--- src/rtl/fifo_pkg.sv ---
// ---------------------------------------------------------------------------
// fifo_pkg
// Shared definitions for the FIFO write-side logic.
//   FIFO_DATA_W : FIFO data width (din_a)
//   MAX_REQ     : largest requester count the round-robin picker supports
//   arb_state_t : write-arbiter state encoding
//   pick_t      : picker result (valid flag + winning index)
//   rr_pick()   : round-robin priority scan starting at a pointer
// ---------------------------------------------------------------------------
package fifo_pkg;

    localparam int FIFO_DATA_W = 16;
    localparam int MAX_REQ     = 8;

    typedef enum logic {
        ARB_IDLE,
        ARB_BURST
    } arb_state_t;

    typedef struct packed {
        logic       valid;
        logic [2:0] idx;
    } pick_t;

    // First requester at or after ptr (wrapping modulo num_req) with its
    // request bit set. Bits at or above num_req must be zero.
    function automatic pick_t rr_pick(input logic [MAX_REQ-1:0] req,
                                      input logic [2:0]         ptr,
                                      input int                 num_req);
        pick_t r;
        int    j;
        r = '0;
        for (int k = 0; k < MAX_REQ; k++) begin
            j = (int'(ptr) + k) % num_req;
            if (k < num_req && !r.valid && req[3'(j)]) begin
                r.valid = 1'b1;
                r.idx   = 3'(j);
            end
        end
        return r;
    endfunction

endpackage

--- src/rtl/fifo_wr_arbiter_rr_pick_comb.sv ---
// ---------------------------------------------------------------------------
// rr_pick_comb
// Pure combinational round-robin priority picker.
//   req   : request vector, one bit per requester
//   ptr   : index that has highest priority this cycle
//   idx   : index of the winning requester (valid only when valid=1)
//   valid : at least one request bit is set
// ---------------------------------------------------------------------------
module rr_pick_comb
    import fifo_pkg::*;
#(
    parameter int NUM_REQ = 4,
    parameter int PTR_W   = 2
) (
    input  logic [NUM_REQ-1:0] req,
    input  logic [PTR_W-1:0]   ptr,
    output logic [PTR_W-1:0]   idx,
    output logic               valid
);

    pick_t pick;

    // NOTE: every variable written in always_comb gets a value on every
    // path (here by a single unconditional assignment), so no latch is built.
    always_comb begin
        pick = rr_pick(MAX_REQ'(req), 3'(ptr), NUM_REQ);
    end

    assign valid = pick.valid;
    assign idx   = PTR_W'(pick.idx);

endmodule

--- src/rtl/fifo_wr_arbiter.sv ---
// ---------------------------------------------------------------------------
// fifo_wr_arbiter
// Round-robin arbiter sharing the FIFO write port (din_a/wen_a/full) among
// NUM_REQ requesters. An owner keeps the port for up to MAX_BURST words,
// then priority rotates to the next index. No write is issued while full.
//   clk_a    : write-domain clock
//   rst_n    : asynchronous active-low reset
//   req      : per-requester request, held until the word is acked
//   req_data : packed words, requester i at [i*DATA_W +: DATA_W]
//   full     : FIFO full flag
//   din_a    : write data (0 when no write)
//   wen_a    : write enable
//   ack      : one-hot, bit i high in the cycle requester i's word is written
//   owner    : current grant holder index
//   busy     : high while a grant is active
// ---------------------------------------------------------------------------
module fifo_wr_arbiter
    import fifo_pkg::*;
#(
    parameter int NUM_REQ   = 4,
    parameter int DATA_W    = FIFO_DATA_W,
    parameter int MAX_BURST = 4,
    localparam int OWN_W    = (NUM_REQ > 1) ? $clog2(NUM_REQ) : 1
) (
    input  logic                      clk_a,
    input  logic                      rst_n,
    input  logic [NUM_REQ-1:0]        req,
    input  logic [NUM_REQ*DATA_W-1:0] req_data,
    input  logic                      full,
    output logic [DATA_W-1:0]         din_a,
    output logic                      wen_a,
    output logic [NUM_REQ-1:0]        ack,
    output logic [OWN_W-1:0]          owner,
    output logic                      busy
);

    arb_state_t       state;
    logic [OWN_W-1:0] owner_q;
    logic [OWN_W-1:0] rr_ptr;
    logic [3:0]       burst_cnt;

    logic [OWN_W-1:0] owner_inc;
    logic [OWN_W-1:0] ptr_sel;
    logic [OWN_W-1:0] pick_idx;
    logic             pick_valid;
    logic             in_burst;
    logic             req_own;
    logic             at_limit;
    logic             wr;
    logic             do_exit;

    assign owner_inc = (owner_q == OWN_W'(NUM_REQ - 1)) ? '0 : owner_q + OWN_W'(1);
    assign in_burst  = (state == ARB_BURST);
    assign req_own   = req[owner_q];

    // The burst counter reaching MAX_BURST records that the last allowed word
    // went out; that cycle carries no write and performs the handoff, which
    // gives the single bubble between grants.
    assign at_limit  = (burst_cnt == 4'(MAX_BURST));
    assign wr        = in_burst & req_own & ~full & ~at_limit;
    assign do_exit   = in_burst & (~req_own | at_limit);

    // One picker serves both paths: from rr_ptr when idle, from owner+1 on a
    // handoff (the rotated pointer is not registered yet in that cycle).
    assign ptr_sel   = in_burst ? owner_inc : rr_ptr;

    rr_pick_comb #(
        .NUM_REQ (NUM_REQ),
        .PTR_W   (OWN_W)
    ) u_pick (
        .req   (req),
        .ptr   (ptr_sel),
        .idx   (pick_idx),
        .valid (pick_valid)
    );

    // Outputs are gated by state so they drop as soon as reset asserts.
    assign wen_a = wr;
    assign din_a = wr ? req_data[owner_q*DATA_W +: DATA_W] : '0;
    assign ack   = wr ? (NUM_REQ'(1) << owner_q) : '0;
    assign owner = owner_q;
    assign busy  = in_burst;

    // NOTE: sequential state uses non-blocking assignments so every register
    // samples the pre-edge values of the others.
    always_ff @(posedge clk_a or negedge rst_n) begin
        if (!rst_n) begin
            state     <= ARB_IDLE;
            owner_q   <= '0;
            rr_ptr    <= '0;
            burst_cnt <= '0;
        end else begin
            case (state)
                ARB_IDLE: begin
                    if (pick_valid) begin
                        owner_q   <= pick_idx;
                        burst_cnt <= '0;
                        state     <= ARB_BURST;
                    end
                end
                ARB_BURST: begin
                    if (do_exit) begin
                        rr_ptr <= owner_inc;
                        if (pick_valid) begin
                            owner_q   <= pick_idx;
                            burst_cnt <= '0;
                        end else begin
                            state <= ARB_IDLE;
                        end
                    end else if (wr) begin
                        burst_cnt <= burst_cnt + 4'd1;
                    end
                end
                default: state <= ARB_IDLE;
            endcase
        end
    end

endmodule

--- config.mk ---
export PLATFORM = sky130hd
export DESIGN_NAME = fifo_wr_arbiter
export DESIGN_NICKNAME = d
export VERILOG_FILES = /design/src/rtl/fifo_pkg.sv /design/src/rtl/fifo_wr_arbiter_rr_pick_comb.sv /design/src/rtl/fifo_wr_arbiter.sv
export SDC_FILE = /design/constraint.sdc
export NUM_CORES = 1
export LEC_CHECK = 0
export CAP_MARGIN = 40
export CORE_MARGIN = 2
export CORE_UTILIZATION = 30
export CTS_CLUSTER_DIAMETER = 120
export DETAILED_ROUTE_END_ITERATION = 10
export PLACE_DENSITY_LB_ADDON = 0.1
export SYNTH_ARGS = -nofsm -noshare
export SYNTH_HDL_FRONTEND = slang
export SYNTH_SLANG_ARGS = --single-unit
--- constraint.sdc ---
create_clock -name clk_a -period 2.05 [get_ports clk_a]
set_input_delay 0.41 -clock clk_a [delete_from_list [all_inputs] [get_ports clk_a]]
set_output_delay 0.41 -clock clk_a [all_outputs]
set_load 0.1 [all_outputs]
; ---- Word-level counts from Yosys, hierarchy flattened
; Cells that the tools add are included.
[totals]
ff_bits = 9
output_inout_bits = 24
input_bits = 71
[op_classes]
eq_ne = 4
addsub = 5
n_reduce_logical = 10
n_bitwise = 12
order_cmp = 5
muxes = 31
n_shift = 2
[op_table]
columns = cell, n
row1 = variable part select 64 x 7 -> 16 bit, 1
row2 = two-way mux 4 bit, 8
row3 = two-way mux 16 bit, 1
row4 = "< comparator 3 x 5 -> 1 bit, second input constant", 3
row5 = two-way mux 1 bit, 10
row6 = binary-select mux 1 bit (select 3 bit), 3
row7 = two-way mux 2 bit, 4
row8 = one-hot mux 4 bit (2 select lines), 1
row9 = OR reduction 2 bit, 3
row10 = "adder 2 x 1 -> 2 bit, second input constant", 2
row11 = "adder 2 bit, second input constant", 2
row12 = "adder 4 x 1 -> 4 bit, second input constant", 1
row13 = bitwise AND 1 bit, 4
row14 = binary-select mux 1 bit (select 2 bit), 2
row15 = "equality test 4 x 3 -> 1 bit, second input constant", 1
row16 = "< comparator 2 x 4 -> 1 bit, second input constant", 1
row17 = NOT 1 bit, 4
row18 = one-hot mux 2 bit (2 select lines), 1
row19 = "left shift 1 x 2 -> 4 bit, first input constant", 1
row20 = "bitwise AND 1 bit, first input constant", 3
row21 = logical AND 1 bit, 3
row22 = logical NOT 1 bit, 3
row23 = "< comparator 2 x 3 -> 1 bit, second input constant", 1
row24 = "inequality test 3 x 1 -> 1 bit, second input constant", 1
row25 = other kinds (5), 5

; ---- Depth between registers and ports, before layout
; Gate-level depths: netlist (run 1).
[depth]
depth_word = 20
depth_mapped = 8
mapped_depth_nobuf = 6

; ---- Hierarchy
; From an unflattened synthesis (run 1), not the netlist that was laid out.
[hier_totals]
hier_cells = 107
area_unflattened_um2 = 1191.1
[by_module_without_submodules]
columns = module, n_inst, area_per_inst_um2, cells_per_inst
row1 = fifo_wr_arbiter, 1, 1113.6, 92
row2 = rr_pick_comb, 1, 77.6, 15

; ---- Worst setup path after synthesis (run 1)
; OpenSTA, ideal clock, no wires.
[synth_path]
path_type = register to output
start = register owner_q[1] (netlist: owner[1])
end = output din_a[0]
path_slack_ps = -1113
arrival_ps = 2753
n_path_buf = 3
path_stages_with_launch = 7
cell_sequence = dfrtp_1 > buf_2 > mux4_2 > and3_4 > buf_6 > clkbuf_2 > and3_1
[synth_between]
elab_chain_len = 6
word_cells_on_any_way = 7
cone_classes = 1 x shift / 3 x mux / 3 x bitwise
[synth_lines]
columns = element, line
row1 = from (decl), fifo_wr_arbiter.sv:38  ; logic [OWN_W-1:0] owner_q;
row2 = from (signal assigned), fifo_wr_arbiter.sv:96  ; owner_q <= pick_idx;
row3 = from (signal assigned), fifo_wr_arbiter.sv:105  ; owner_q <= pick_idx;
row4 = branches (longest 5 deep; another with variable part select 64 x 7 -> 16 bit), -
row5 = two-way mux 16 bit (*), fifo_wr_arbiter.sv:79  ; assign din_a = wr ? req_data[owner_q*DATA_W +: DATA_W] : '0;
row6 = to (decl), fifo_wr_arbiter.sv:30  ; output logic [DATA_W-1:0] din_a,
; Mark *: on every way between the ends. The select of a mux whose other input is x is not followed.

; ---- Worst setup path in the final report (run 1)
[layout_path]
start = register owner_q[0] (netlist: owner[0])
end = output din_a[4]
; Same word-level chain as after synthesis.

==> flow_summary.json, run 1 <==
{
  "ys_seq_area_frac": 0.191,
  "critical_path_arrival_ns": 1.82,
  "timing.critical_path.slowest_stage_cell": "sky130_fd_sc_hd__mux4_2",
  "clock.fmax_mhz": 448,
  "wire_length_of_the_first_global_routing_pass_um": 7510,
  "number_of_enable_flip_flop_cells_after_synthesis": 0,
  "timing.critical_path.slowest_cell_delay_ns": 0.58,
  "clock_path_buffers": 2,
  "syn_area_per_cell_um2": 10.7,
  "gpl_wtd_cong": 0.848,
  "synthesis.area_um2": 1180,
  "design.die.area_um2": 4440,
  "postSynth.asyncResetShare": 1.00,
  "via_per_inst": 5.20,
  "maxSlewViolCount": 0,
  "fin_total_pwr_mw": 3.84,
  "core.rowCount": 22,
  "worst_slack_ns": -0.184,
  "antenna_left": 0,
  "grt_overflow": 0,
  "ios": 95,
  "initial_utilization": 0.317,
  "p_per_area_nw_per_um2": 1430,
  "setup_viol_count_final": 21,
  "ctsHtreeMaxLevel": 1,
  "path_max_fanout": 6,
  "area_of_the_placeable_core_um2": 3720,
  "synthToLayoutAreaGrowth_pct": 128,
  "drive_above_1_share": 0.438,
  "insertion_delay_ns": 0.23,
  "synth.yosys.warnings": 0,
  "cp-start-kind": "register",
  "violations": "setup timing",
  "peak_ir_drop_on_the_vdd_network_mv": 0.791,
  "route.vias.total": 1388,
  "first_pass_iters": 4,
  "path_cells": "mux4_2 > and3_4 > and3_4 > buf_12",
  "fin_worst_hold_slack_ns": 0.481,
  "tightest_slew_ns": 0.407,
  "detailed_place_hpwl_um": 3780,
  "clkTransAtPathRegs_ns": 0.04,
  "finalHoldViolCount": 0,
  "max_cap_viol_count": 0,
  "layout_min_cycle_time_ns": 2.23,
  "setup_tns_ns": -3.54,
  "fin_nets": 297,
  "grt_setup_unrepaired": "yes",
  "static-leakage-power_nw": 1.07,
  "drc": 0,
  "timing.reg2reg.setup_slack_ns": 0.08,
  "most-common-layout-cells": "66 x sky130_fd_sc_hd__clkdlybuf4s50_1, 24 x sky130_fd_sc_hd__and3_4, 24 x sky130_fd_sc_hd__buf_12",
  "worstPathBufferInverterCount": 1,
  "cts_tree": "yes",
  "seq_cells_post_synth": 9,
  "detail_route.wirelength_um": 4860,
  "antenna_found_initial": 0,
  "drt-initial-drc-count": 31,
  "floorplan.die.width_um": 66.6,
  "grt_start_max_net_pins": 23,
  "required_ns": 1.64,
  "dp_slack_ns": -0.424,
  "final.period_utilization": 1.09,
  "run_status": "complete, but fails checks",
  "cts_num_sinks": 9,
  "io_buffer_count": 94,
  "path_delay_family": "multiplexers",
  "critPathCaptureType": "output pin",
  "first_global_vias": 1416,
  "postSynth.topFlopCell": "sky130_fd_sc_hd__dfrtp_1",
  "worst_hold_class": "in -> async",
  "die_height_um": 66.6,
  "critical-path-top-cell-by-count": "sky130_fd_sc_hd__and3_4",
  "clk_root_buffer_cell": "sky130_fd_sc_hd__clkbuf_8",
  "n_antenna_cell": 0,
  "syn_nets": 187,
  "wl_per_cell_um": 18.2,
  "max-slew-margin-rel": 0.728,
  "netlist-cell-type-count": 36,
  "timing.setup.critical_path_class": "reg -> out",
  "most_common_cell_after_layout_fill_and_taps_aside": "sky130_fd_sc_hd__clkdlybuf4s50_1",
  "postLayoutCoreUtil": 0.723,
  "gr_usage_total": 0.224,
  "cts_inserted_buffers": 3,
  "postSynthCellCount": 110,
  "final.setup_skew_ns": 0.00184
}
[flip-flops by register name (all words and copies together), names as in the netlist]
name	cells
burst_cnt	4
busy	1
owner	2
rr_ptr	2
[worst paths after layout]
path,start,to,depth (start not counted)
worst max-delay path,owner[0]$_DFFE_PN0P_,din_a[4],4
worst min-delay path,rst_n,rr_ptr[0]$_DFFE_PN0P_,1
worst max register to register,owner[0]$_DFFE_PN0P_,owner[0]$_DFFE_PN0P_,5
worst min register to register,rr_ptr[0]$_DFFE_PN0P_,rr_ptr[0]$_DFFE_PN0P_,1
max in group asynchronous,rst_n,owner[0]$_DFFE_PN0P_,1
min in group clk_a,rr_ptr[0]$_DFFE_PN0P_,rr_ptr[0]$_DFFE_PN0P_,1
[timing repair]
item,4_1_cts,5_1_grt
setup buffers,1,1
pin swaps,13,0
hold buffers,0,0
setup endpoints to repair,23,21
resized for setup,13,1
cloned,3,0
[report_power, final]
part | total [mW] | internal, mW | switching, mW | leakage [nW]
logic | 3.31 | 1.51 | 1.81 | 0.941
registers | 0.334 | 0.259 | 0.0753 | 0.108
clock network | 0.196 | 0.132 | 0.0643 | 0.0255
total | 3.84 | 1.90 | 1.95 | 1.07
[layer usage]
layer	track usage	wire [µm]
met1	0.281	1950
met2	0.406	2510
met3	0.0422	405
met4	0.0306	0
met5	0	0
[cells in the mapped netlist, types with 2 or more instances]
| library cell | n | share of area |
|---|---|---|
| sky130_fd_sc_hd__a21boi_0 | 2 | 0.013 |
| sky130_fd_sc_hd__a31oi_1 | 2 | 0.011 |
| sky130_fd_sc_hd__and3_1 | 20 | 0.11 |
| sky130_fd_sc_hd__buf_2 | 3 | 0.013 |
| sky130_fd_sc_hd__buf_6 | 2 | 0.019 |
| sky130_fd_sc_hd__clkbuf_1 | 2 | 0.0064 |
| sky130_fd_sc_hd__dfrtp_1 | 9 | 0.19 |
| sky130_fd_sc_hd__ha_1 | 6 | 0.064 |
| sky130_fd_sc_hd__inv_1 | 9 | 0.029 |
| sky130_fd_sc_hd__mux2_2 | 4 | 0.038 |
| sky130_fd_sc_hd__mux4_2 | 17 | 0.33 |
| sky130_fd_sc_hd__nand2_1 | 3 | 0.0096 |
| sky130_fd_sc_hd__nor2_1 | 5 | 0.016 |
| sky130_fd_sc_hd__nor2b_1 | 2 | 0.011 |
| sky130_fd_sc_hd__o21ai_0 | 2 | 0.0085 |
| sky130_fd_sc_hd__o21ai_1 | 2 | 0.0085 |
[metrics by stage]
step                      cell area, µm²  cells
after floorplan                     1290    110
after global placement              2570    258
after detailed placement            2570    258
after CTS                           2680    266
after global routing                2690    267
final                               2690    267
[kinds of logic after synthesis]
kind of cell             after synthesis  share of synthesized area
AND/OR/NAND/NOR                       37                      0.188
multiplexers                          21                      0.363
AO/OA/AOI/OAI                         19                      0.119
buffers and inverters                 18                     0.0744
flip-flops                             9                      0.191
adder cells (fa/ha/maj)                6                     0.0638
[cell type report]
class,instances,area [µm²]
clock buffers,3,41.3
flip-flops and latches,9,234
fillers,282,1030
well taps,48,60.1
inverters,9,33.8
repair buffers,111,1310
clock inverters,1,5.00
multi-input cells,86,1000
Note: power is estimated with default switching activity, not from simulation.
==> inputs of run 2 (changes only) <==
--- a/config.mk
+++ b/config.mk
@@ -6,10 +6,11 @@
 export NUM_CORES = 1
 export LEC_CHECK = 0
 export CAP_MARGIN = 40
-export CORE_MARGIN = 2
+export CORE_MARGIN = 8
 export CORE_UTILIZATION = 30
 export CTS_CLUSTER_DIAMETER = 120
 export DETAILED_ROUTE_END_ITERATION = 10
+export GPL_TIMING_DRIVEN = 0
 export PLACE_DENSITY_LB_ADDON = 0.1
 export SYNTH_ARGS = -nofsm -noshare
 export SYNTH_HDL_FRONTEND = slang
==> run 2 against run 1 <==
- non-clock buffer count is 7 higher
- register-to-register slack worse by 0.06 ns
- final area is 6.4% higher
- count of clock-buffer cells in the layout is 1 higher
- combinational power is 12% higher
- sequential power is 2% lower
- wire length is 21% higher
- highest routed layer is now met4
- worst hold slack worse by 0.0013 ns
- global-route usage is 3.4 points lower
- largest cell class unchanged
- the run still ends with setup timing left
==> flow_summary.json, run 2 (synthesized netlist as in run 1, its figures left out) <==
{
  "run_status": "complete, but fails checks",
  "violations": "setup timing",
  "io_buffer_count": 94,
  "clock_path_buffers": 2,
  "worst_r2r_endpoint": "burst_cnt[0]$_DFFE_PN0P_",
  "ios": 95,
  "grt_start_max_net_pins": 11,
  "via_per_inst": 5.24,
  "cell_area_after_layout_um2": 2860,
  "n_antenna_cell": 0,
  "cts_hold_buffers": 0,
  "cts_inserted_buffers": 3,
  "multi_input_area_um2": 995,
  "filler_cell_count": 232,
  "dp_slack_ns": -1.20,
  "design.die.area_um2": 6190,
  "path_cells": "dlygate4sd2_1 > mux4_2 > and3_4 > buf_8 > clkbuf_16 > and3_4 > buf_16",
  "worst_hold_class": "in -> async",
  "timing.reg2reg.setup_slack_ns": 0.02,
  "antenna_found_initial": 0,
  "insertion_delay_ns": 0.23,
  "cp-start-kind": "input pin",
  "peak_ir_drop_on_the_vdd_network_mv": 0.797,
  "wl_per_cell_um": 21.6,
  "p_per_area_nw_per_um2": 1490,
  "gpl_wtd_cong": 0.849,
  "final.period_utilization": 1.18,
  "critPathCaptureType": "output pin",
  "fin_nets": 301,
  "postLayoutCoreUtil": 0.769,
  "most_common_cell_after_layout_fill_and_taps_aside": "sky130_fd_sc_hd__clkdlybuf4s50_1",
  "first_pass_iters": 4,
  "most-common-layout-cells": "69 x sky130_fd_sc_hd__clkdlybuf4s50_1, 17 x sky130_fd_sc_hd__mux4_2, 17 x sky130_fd_sc_hd__and3_4",
  "required_ns": 1.64,
  "wire_length_of_the_first_global_routing_pass_um": 9340,
  "critical-path-top-cell-by-count": "sky130_fd_sc_hd__and3_4",
  "core.rowCount": 22,
  "worst_slack_ns": -0.379,
  "static-leakage-power_nw": 1.15,
  "timing.setup.critical_path_class": "in -> out",
  "final.setup_skew_ns": 0.00264,
  "setup_viol_count_final": 21,
  "finalHoldViolCount": 0,
  "ctsHtreeMaxLevel": 1,
  "largest_register_ffs": 4,
  "reg2regPathDepth": 7,
  "max-slew-margin-rel": 0.722,
  "initial_utilization": 0.317,
  "max_cap_viol_count": 0,
  "clock.fmax_mhz": 412,
  "drive_above_1_share": 0.462,
  "die_height_um": 78.6,
  "top_register": "burst_cnt",
  "synthToLayoutAreaGrowth_pct": 143,
  "maxSlewViolCount": 0,
  "first_global_vias": 1553,
  "critical_path_arrival_ns": 2.02,
  "area_of_the_placeable_core_um2": 3720,
  "cts_tree": "yes",
  "floorplan.die.width_um": 78.6,
  "route.vias.total": 1421,
  "antenna_left": 0,
  "timing.critical_path.slowest_stage_cell": "sky130_fd_sc_hd__mux4_2",
  "drt-initial-drc-count": 53,
  "clk_root_buffer_cell": "sky130_fd_sc_hd__clkbuf_8",
  "register_area_um2": 234,
  "detail_route.wirelength_um": 5860,
  "path_max_fanout": 8,
  "timing.critical_path.slowest_cell_delay_ns": 0.49,
  "detailed_place_hpwl_um": 4700,
  "grt_setup_unrepaired": "yes",
  "gr_usage_total": 0.190,
  "critical_path.reg2reg.startpoint": "owner[0]$_DFFE_PN0P_",
  "drc": 0,
  "grt_overflow": 0,
  "layout_min_cycle_time_ns": 2.43,
  "placedInstanceArea_um2": 2800,
  "clkTransAtPathRegs_ns": 0.04,
  "fin_worst_hold_slack_ns": 0.480,
  "tightest_slew_ns": 0.417,
  "cts_num_sinks": 9
}
-- run 2: cell count changes in the layout (fill, tap and decap cells not counted), moves of 4 or more --
cell | previous run | this run
sky130_fd_sc_hd__and3_2 | 0 | 4
sky130_fd_sc_hd__and3_4 | 24 | 17
sky130_fd_sc_hd__buf_12 | 24 | 11
sky130_fd_sc_hd__buf_16 | 0 | 11
sky130_fd_sc_hd__buf_4 | 15 | 9
sky130_fd_sc_hd__buf_8 | 0 | 5
-- run 2: worst max path at each step --
stage                    startpoint       end  slack, ns  cells after the start
4_1_cts        owner[0]$_DFFE_PN0P_  din_a[4]      -0.37                      6
3_5_place_dp                 req[3]  din_a[4]      -1.20                      8
6_report                     req[1]  din_a[4]      -0.38                      7
5_1_grt        owner[0]$_DFFE_PN0P_  din_a[4]      -0.42                      6
2_1_floorplan  owner[0]$_DFFE_PN0P_  din_a[0]      -0.28                      5
3_3_place_gp                 req[3]  din_a[4]      -1.46                      7
-- run 2: critical path, delay by kind of cell --
| family | cells | cell delay [ns] |
|---|---|---|
| buf+inv | 4 | 0.73 |
| mux | 1 | 0.49 |
| simple gates | 2 | 0.38 |
-- run 2: final cells by class --
type                       count  share of cell area
inverter                       9              0.0118
sequential                     9              0.0818
buffer                         9              0.0372
clock buffer                   4              0.0158
timing repair buffer         109               0.484
multi-input combinational     83               0.348
tap                           48              0.0210
-- run 2: where the power goes --
group	leakage [nW]	internal, mW	switching [mW]
Clock	0.0228	0.135	0.0655
Sequential	0.108	0.259	0.0692
Combinational	1.02	1.80	1.92
Total	1.15	2.20	2.05
-- run 2: per-stage QoR --
stage / std cells / power [mW] / TNS (ns)
floorplan: 110 / 2.49 / -5.63
global placement: 252 / 3.06 / -31.24
detailed placement: 277 / 3.74 / -25.17
CTS: 272 / 4.18 / -7.16
global route: 271 / 4.45 / -8.27
finish: 271 / 4.25 / -7.26
-- run 2: layer usage --
metal | wire, µm | GRT usage | vias to the layer above
met1 | 2420 | 0.237 | 705
met2 | 2960 | 0.328 | 57
met4 | 14 | 0.0315 | 0
met3 | 463 | 0.0444 | 2
met5 | 0 | 0 | -
li1 | - | - | 657
-- run 2: what timing repair did --
| action | in CTS | in global routing |
|---|---|---|
| buffers inserted | 11 | 0 |
| gates resized for setup | 29 | 7 |
| gates cloned | 1 | 0 |
| pin swaps | 6 | 3 |
| setup endpoints to repair | 23 | 25 |
